--- src/rtl/lsu_pkg.sv ---
// Shared encodings for the load/store unit: access sizes, dmem commands, FSM states.
// Also holds the alignment check used when a request is accepted.
package lsu_pkg;

    localparam logic [1:0] SIZE_BYTE = 2'b00;
    localparam logic [1:0] SIZE_HALF = 2'b01;
    localparam logic [1:0] SIZE_WORD = 2'b10;
    localparam logic [1:0] SIZE_ILL  = 2'b11;

    localparam logic [1:0] MEM_IDLE = 2'b00;
    localparam logic [1:0] MEM_RD   = 2'b01;
    localparam logic [1:0] MEM_WR   = 2'b10;

    typedef enum logic [1:0] {
        ST_IDLE  = 2'b00,
        ST_ISSUE = 2'b01,
        ST_WAIT  = 2'b10,
        ST_RESP  = 2'b11
    } lsu_state_t;

    // An illegal size is reported the same way as a misaligned address.
    function automatic logic access_err(input logic [1:0] size, input logic [1:0] addr_lo);
        logic err;
        case (size)
            SIZE_BYTE: err = 1'b0;
            SIZE_HALF: err = addr_lo[0];
            SIZE_WORD: err = (addr_lo != 2'b00);
            default:   err = 1'b1;
        endcase
        return err;
    endfunction

endpackage

--- src/rtl/lsu_lane_align.sv ---
// Byte-lane steering between the core's right-aligned data and the 32-bit dmem word.
// Stores: lane mask and replicated write data. Loads: lane extraction and extension.
module lsu_lane_align
    import lsu_pkg::*;
#(
    parameter int DATA_W = 32
) (
    input  logic [1:0]        size,
    input  logic [1:0]        addr_lo,
    input  logic              is_unsigned,
    input  logic [DATA_W-1:0] wdata,
    input  logic [DATA_W-1:0] rdata_raw,
    output logic [3:0]        w_en,
    output logic [DATA_W-1:0] din,
    output logic [DATA_W-1:0] rdata
);

    logic [DATA_W-1:0] shifted;
    logic              sign_fill;

    assign shifted = rdata_raw >> {addr_lo, 3'b000};

    always_comb begin
        w_en      = 4'b0000;
        din       = '0;
        rdata     = '0;
        sign_fill = 1'b0;
        case (size)
            SIZE_BYTE: begin
                w_en      = 4'b0001 << addr_lo;
                din       = {4{wdata[7:0]}};
                sign_fill = ~is_unsigned & shifted[7];
                rdata     = {{24{sign_fill}}, shifted[7:0]};
            end
            SIZE_HALF: begin
                w_en      = 4'b0011 << {addr_lo[1], 1'b0};
                din       = {2{wdata[15:0]}};
                sign_fill = ~is_unsigned & shifted[15];
                rdata     = {{16{sign_fill}}, shifted[15:0]};
            end
            SIZE_WORD: begin
                w_en  = 4'b1111;
                din   = wdata;
                rdata = shifted;
            end
            default: begin
                w_en  = 4'b0000;
                din   = '0;
                rdata = '0;
            end
        endcase
    end

endmodule

--- src/rtl/load_store_unit.sv ---
// Single-outstanding load/store unit between the core request port and a one-cycle dmem.
//
// state    | meaning
// ST_IDLE  | req_ready=1, waiting for a request
// ST_ISSUE | one-cycle dmem command (read or write)
// ST_WAIT  | load only: dout valid, captured into resp_rdata
// ST_RESP  | one-cycle resp_valid pulse
module load_store_unit
    import lsu_pkg::*;
#(
    parameter int ADDR_W = 32,
    parameter int DATA_W = 32
) (
    input  logic              clk,
    input  logic              rst,
    input  logic              req_valid,
    output logic              req_ready,
    input  logic              req_we,
    input  logic [1:0]        req_size,
    input  logic              req_unsigned,
    input  logic [ADDR_W-1:0] req_addr,
    input  logic [DATA_W-1:0] req_wdata,
    output logic              resp_valid,
    output logic [DATA_W-1:0] resp_rdata,
    output logic              resp_err,
    output logic [1:0]        en,
    output logic [3:0]        w_en,
    output logic [ADDR_W-1:0] addr,
    output logic [DATA_W-1:0] din,
    input  logic [DATA_W-1:0] dout
);

    lsu_state_t state, state_next;

    logic              accept;
    logic              r_we;
    logic [1:0]        r_size;
    logic              r_unsigned;
    logic [ADDR_W-1:0] r_addr;
    logic [DATA_W-1:0] r_wdata;
    logic [DATA_W-1:0] rdata_q;
    logic              err_q;

    logic [3:0]        lane_w_en;
    logic [DATA_W-1:0] lane_din;
    logic [DATA_W-1:0] lane_rdata;

    lsu_lane_align #(.DATA_W(DATA_W)) u_lane_align (
        .size        (r_size),
        .addr_lo     (r_addr[1:0]),
        .is_unsigned (r_unsigned),
        .wdata       (r_wdata),
        .rdata_raw   (dout),
        .w_en        (lane_w_en),
        .din         (lane_din),
        .rdata       (lane_rdata)
    );

    always_ff @(posedge clk) begin
        if (!rst) begin
            state <= ST_IDLE;
        end else begin
            state <= state_next;
        end
    end

    always_comb begin
        state_next = state;
        accept     = 1'b0;
        req_ready  = 1'b0;
        resp_valid = 1'b0;
        en         = MEM_IDLE;
        w_en       = 4'b0000;
        addr       = '0;
        din        = '0;
        case (state)
            ST_IDLE: begin
                req_ready = 1'b1;
                if (req_valid) begin
                    accept     = 1'b1;
                    state_next = access_err(req_size, req_addr[1:0]) ? ST_RESP : ST_ISSUE;
                end
            end
            ST_ISSUE: begin
                addr = {r_addr[ADDR_W-1:2], 2'b00};
                if (r_we) begin
                    en         = MEM_WR;
                    w_en       = lane_w_en;
                    din        = lane_din;
                    state_next = ST_RESP;
                end else begin
                    en         = MEM_RD;
                    state_next = ST_WAIT;
                end
            end
            ST_WAIT: begin
                state_next = ST_RESP;
            end
            ST_RESP: begin
                resp_valid = 1'b1;
                state_next = ST_IDLE;
            end
            default: begin
                state_next = ST_IDLE;
            end
        endcase
    end

    // Response data is cleared on accept so stores and errors report zero.
    always_ff @(posedge clk) begin
        if (!rst) begin
            r_we       <= 1'b0;
            r_size     <= SIZE_BYTE;
            r_unsigned <= 1'b0;
            r_addr     <= '0;
            r_wdata    <= '0;
            rdata_q    <= '0;
            err_q      <= 1'b0;
        end else begin
            if (accept) begin
                r_we       <= req_we;
                r_size     <= req_size;
                r_unsigned <= req_unsigned;
                r_addr     <= req_addr;
                r_wdata    <= req_wdata;
                rdata_q    <= '0;
                err_q      <= access_err(req_size, req_addr[1:0]);
            end
            if (state == ST_WAIT) begin
                rdata_q <= lane_rdata;
            end
        end
    end

    assign resp_rdata = rdata_q;
    assign resp_err   = err_q;

endmodule

--- config.mk ---
export PLATFORM = sky130hd
export DESIGN_NAME = load_store_unit
export DESIGN_NICKNAME = d
export VERILOG_FILES = /design/src/rtl/lsu_pkg.sv /design/src/rtl/lsu_lane_align.sv /design/src/rtl/load_store_unit.sv
export SDC_FILE = /design/constraint.sdc
export NUM_CORES = 1
export LEC_CHECK = 0
export ABC_AREA = 0
export BUFFER_PORTS_ARGS = -buffer_cell sky130_fd_sc_hd__buf_2
export CAP_MARGIN = 20
export CORE_MARGIN = 10
export CORE_UTILIZATION = 45
export CTS_BUF_LIST = sky130_fd_sc_hd__clkbuf_4 sky130_fd_sc_hd__clkbuf_8 sky130_fd_sc_hd__clkbuf_16
export DETAILED_ROUTE_END_ITERATION = 8
export GPL_ROUTABILITY_DRIVEN = 0
export GPL_TIMING_DRIVEN = 0
export PLACE_DENSITY_LB_ADDON = 0.12
export REMOVE_ABC_BUFFERS = 1
export SYNTH_ARGS = -nofsm -noshare
export SYNTH_HDL_FRONTEND = slang
export SYNTH_HIERARCHICAL = 1
export SYNTH_SLANG_ARGS = --single-unit
--- constraint.sdc ---
create_clock -name clk -period 1.6 [get_ports clk]
set_clock_uncertainty 0.15 [all_clocks]
set_input_delay 0.32 -clock clk [delete_from_list [all_inputs] [get_ports clk]]
set_output_delay 0.32 -clock clk [all_outputs]
set_load 0.005 [all_outputs]
==> After elaboration in Yosys (flattened, before gate mapping) <==
Index checks and enable logic that the tools add are counted.
{ "word_totals": {"out_inout_bits": 105, "in_bits": 103, "reg_bits": 103} }
{ "op_classes": {"eq_ne": 8, "bitwise_logic": 3, "shifts": 3, "n_mux": 23, "n_reduce_logical": 5} }
{ "ops": {"columns": ["operator", "n"], "rows": [
  ["$pmux W32 S3", 2],
  ["$mux W32", 5],
  ["$shr A32 B5 Y32", 1],
  ["$pmux W4 S3", 1],
  ["$eq A2 B2 Y1 const B", 4],
  ["$mux W2", 4],
  ["$mux W4", 2],
  ["$pmux W2 S4", 1],
  ["$mux W1", 7],
  ["$eq A2 B1 Y1 const B", 3],
  ["$logic_not A2 Y1", 3],
  ["$reduce_bool A2 Y1", 2],
  ["$shl A1 B2 Y4 const A", 1],
  ["$shl A2 B2 Y4 const A", 1],
  ["$pmux W1 S3", 1],
  ["$and A1 B1 Y1", 2],
  ["$ne A2 B2 Y1 const B", 1],
  ["$not A1 Y1", 1]
]} }

==> Longest topological paths before layout <==
{ "logic_depth": {"depth_word": 7, "mapped_depth": 8, "ltp_nobuf": 6} }

==> By module <==
The synthesis kept the hierarchy.
{ "by_module_without_submodules": {"columns": ["mod", "cells_per_inst", "area_each_um2", "n_inst"], "rows": [
  ["load_store_unit", 541, 4584.4, 1],
  ["lsu_lane_align", 183, 1252.5, 1]
]} }

==> Least setup slack after synthesis <==
OpenSTA, ideal clock, no wires.
{ "synth_path": {"path_kind": "flip-flop to output port", "start": "reg r_size[0]", "end": "out din[11]", "stages_incl_launch_ff": 7, "required_ns": 1.130, "slack_ns": -0.235, "path_buffers": 2, "arrival_time_ns": 1.365, "cell_sequence": "dfxtp_1 -> buf_2 -> buf_2 -> mux2i_1 -> nor2_1 -> a21o_1 -> and3_1"} }
{ "synth_between": {"elab_chain_len": 4} }
{ "synth_lines": {"columns": ["element", "line_no", "rtl"], "rows": [
  ["start, declared", "load_store_unit.sv:37", "logic [1:0] r_size;"],
  ["start signal, assigned", "load_store_unit.sv:122", "r_size <= req_size;"],
  ["$eq A2 B2 Y1, or another cell as far along", "lsu_lane_align.sv:28", "case (size)"],
  ["$pmux W32 S3 (*)", "lsu_lane_align.sv:28", null],
  ["net lane_din[11]", "load_store_unit.sv:45", "logic [DATA_W-1:0] lane_din;"],
  ["$mux W32 (*)", "load_store_unit.sv:86", "if (r_we) begin"],
  ["$mux W32 (*)", "load_store_unit.sv:76", "case (state)"],
  ["end, declared", "load_store_unit.sv:29", "output logic [DATA_W-1:0] din,"]
]} }
The timed path passes the listed nets; every way through them passes the cells marked *.

==> Final worst setup path <==
{ "layout_path": {"start": "reg r_size[0]", "end": "out din[28]"} }
The elaborated chain is that of the path after synthesis.

==> metrics.md <==
| Metric | Value |
|---|---|
| Synth Area per Inst | `8.06 µm²` |
| Register area share after synthesis | `35.3%` |
| Crit. End Element | `output port` |
| CP Buf/Inv Count | `2` |
| Failing checks | `negative setup slack` |
| Leak | `4.10 nW` |
| Number of synthesized flops with an enable pin | `0` |
| Total number of vias | `6376` |
| TritonCTS clock tree | `built` |
| Unrepaired setup endpoints after global routing | `yes` |
| Critical Path Source Type | `flop` |
| Core Util, Final | `70.5%` |
| Clock root buffer | `clkbuf_16` |
| Fmax | `0.471 GHz` |
| Final instance area | `8930 µm²` |
| IO Pins | `208` |
| Critical Path AT | `1.65 ns` |
| Critical path's top delay family | `flip-flops` |
| Most frequent cells in the layout | `nand2_1, buf_2, dfxtp_1, a21boi_1, buf_6` |
| Crit path depth | `6` |
| Post-Synth XOR/XNOR Area | `0%` |
| H-tree Lvls | `3` |
| Top cells by area, synth | `dfxtp_1, nand2_1, a21boi_0` |
| Share of cells above drive strength 1 | `47.1%` |
| Total Power | `11.3 mW` |
| Full die area | `17900 µm²` |
| Worst skew pair latency | `0.35 ns` |
| Synthesized-area fraction occupied by adder cells | `0.857%` |
| Synth Instances | `724` |
| Worst reg2reg setup slack | `-0.28 ns` |
| # clock sinks | `103` |
| Drc violations | `0` |
| CTS Buffer Depth | `2` |
| Slew Limit Headroom | `34.2%` |
| Synthesized area | `5840 µm²` |
| Main synth FF type | `dfxtp_1` |
| Slew at the pin closest to its max-slew limit | `0.987 ns` |
| Area growth, synth to finish | `53.1%` |
| CP endpoint | `din[28]` |
| Yosys warnings | `6` |
| Worst setup margin | `-0.523 ns` |
| Clk pin slew, worst setup/hold paths | `0.07 ns` |
| Final Hold Viols | `0` |
| GR Overflow Total | `0` |
| Minimum clock period | `2.12 ns` |
| 1st-pass router iterations | `5` |
| Final setup viols | `151` |
| Peak supply drop | `668 µV` |
| DIE HEIGHT | `134 µm` |
| PwrDens | `1270 nW/µm²` |
| Critical-path cell list | `buf_8 -> mux2i_1 -> nor2_1 -> a21o_1 -> and3_4 -> buf_6` |
| Antenna violation net count after detailed routing | `0` |
| GRT Total Usage | `23.8%` |
| CP Max Fanout | `8` |
| Fraction of registers with async set/reset | `0%` |
| FF+latch count, synth | `103` |
| Drt initial violations | `617` |
| Simple-gate share of the synthesized area | `28.5%` |
| Final std cells w/o fill | `1132` |
| Library cells used by synthesis | `47` |
| Worst Hold Class | `in -> reg` |
| Post-Route WL | `24900 µm` |
| R2r worst-path depth | `9` |
| Status | `finished, violations left` |
| Cell count after placement | `1037` |
| Largest family of logic cells by synthesized area | `simple AND/OR/NAND/NOR gates` |
| Pre-CTS setup slack | `-1.57 ns` |
| Dpl cell area | `6810 µm²` |
| R2R Path End | `resp_rdata[24]` |
| DP Wirelength | `12000 µm` |
| Port-buffer cells | `205` |
| CP max stage cell | `dfxtp_4` |
| Commonest non-fill, non-tap cell in the layout | `nand2_1` |
| Fillers | `982` |
| Synth area leader | `dfxtp_1` |
| Vias in the first global route | `6198` |
| Final-stage net count | `1061` |
| Post-detailed-route via-to-cell ratio | `5.63` |
| Site row count | `41` |
| Complex-gate fraction of the synthesized area | `23.0%` |
| Final Max Tran Viols | `0` |
| R2R Path Start | `r_size[0]` |
| Largest net degree at the start of global routing | `105` |
| Setup Total Neg Slack | `-39.88 ns` |
| MaxCap Viol Count | `0` |
| Crit path kind | `reg -> out` |
| Share of the synthesized area in the top cell type | `35.3%` |
| Worst Hold Slack | `0.0459 ns` |
| Required @ worst endpoint | `1.13 ns` |
| Critical Path Start | `r_size[0]` |
| DIE WIDTH | `134 µm` |
| Crit path largest cell delay | `0.41 ns` |
| Core area | `12700 µm²` |
| Initial Utilization | `46.1%` |
| Antenna violations before repair | `2` |
| Final period util | `133%` |
| First-pass GRT wire length | `34300 µm` |
| Total CTS buffers | `9` |
| Mux cell area share after synthesis | `5.17%` |
| Drt wl/cell | `22.0 µm` |
==> synthesized netlist by cell type (2+ instances only) <==
master / number
dfxtp_1: 103
and3_1: 36
inv_1: 13
nand2_1: 191
o21ai_0: 17
a21o_1: 17
nor3_1: 2
nand2b_1: 2
mux2i_1: 17
mux2_2: 7
and2_1: 33
a21oi_1: 5
a21boi_0: 80
ha_1: 4
buf_4: 9
nand2_2: 4
a221o_1: 7
buf_6: 5
a21boi_2: 20
mux2_4: 2
nor2_1: 20
nand3b_1: 32
buf_2: 18
o21ai_2: 2
a211oi_1: 14
nor2b_1: 10
clkbuf_1: 34
==> repair_timing <==
item                       4_1_cts  5_1_grt
setup buffers                   41        7
hold buffers                     0        0
cloned                          17       15
resized for setup              129      123
pin swaps                       53       50
setup endpoints to repair      171      171
==> layout make-up <==
class                   instances  area [µm²]  share of cell area (%)
diodes                          1        2.50                  0.0280
clock buffers                  13         268                    3.00
clock inverters                 3        17.5                   0.196
inverters                      13        52.6                   0.588
multi-input cells             547        3830                    42.9
flip-flops and latches        103        2080                    23.3
well taps                     172         215                    2.41
repair buffers                280        2460                    27.6
==> worst reg2reg max path, stage by stage (launching register included) <==
cell,delay [ns]
dfxtp_4,0.38
buf_4,0.19
or2_2,0.31
a2bb2oi_2,0.15
o311ai_4,0.09
buf_6,0.18
buf_6,0.13
nand2_1,0.06
nand2_1,0.06
a21boi_0,0.06
==> where the power goes <==
part	leakage, nW	total, mW	internal [mW]	switching, mW
clock	0.142	2.18	1.17	1.01
sequential	0.846	3.29	2.97	0.313
combinational	3.11	5.86	2.98	2.89
==> logic make-up after synthesis <==
family / after synthesis
and+or+nand+nor: 339
AOI/OAI and AO/OA: 169
DFF: 103
buffers and inverters: 81
muxes: 27
adders and majority gates: 4
other: 1
==> worst min-delay path by stage <==
stage                        from           to  slack, ns  cells after the start
finish               req_addr[18]   r_addr[18]       0.05                      3
floorplan                     rst     state[1]       0.28                      1
CTS                   req_addr[4]    r_addr[4]       0.05                      3
detailed placement     r_addr[26]   r_addr[26]       0.30                      2
global route        req_wdata[29]  r_wdata[29]       0.06                      3
global placement       r_addr[11]   r_addr[11]       0.30                      2
==> sequential cells by signal, indices dropped and copies added (netlist names) <==
register / count
resp_rdata: 32
r_size: 2
r_wdata: 32
resp_err: 1
state: 2
r_addr: 32
r_unsigned: 1
r_we: 1
==> routing by layer <==
metal  GRT usage (%)  vias up  share of wire [%]
met5               0        -              0.052
met4            7.92        2                2.4
met3            7.58       42                9.7
met2            40.1      327                 49
met1            27.9     3101                 39
li1                -     2904                  -
No activity file was read; power rests on OpenSTA's default activity.
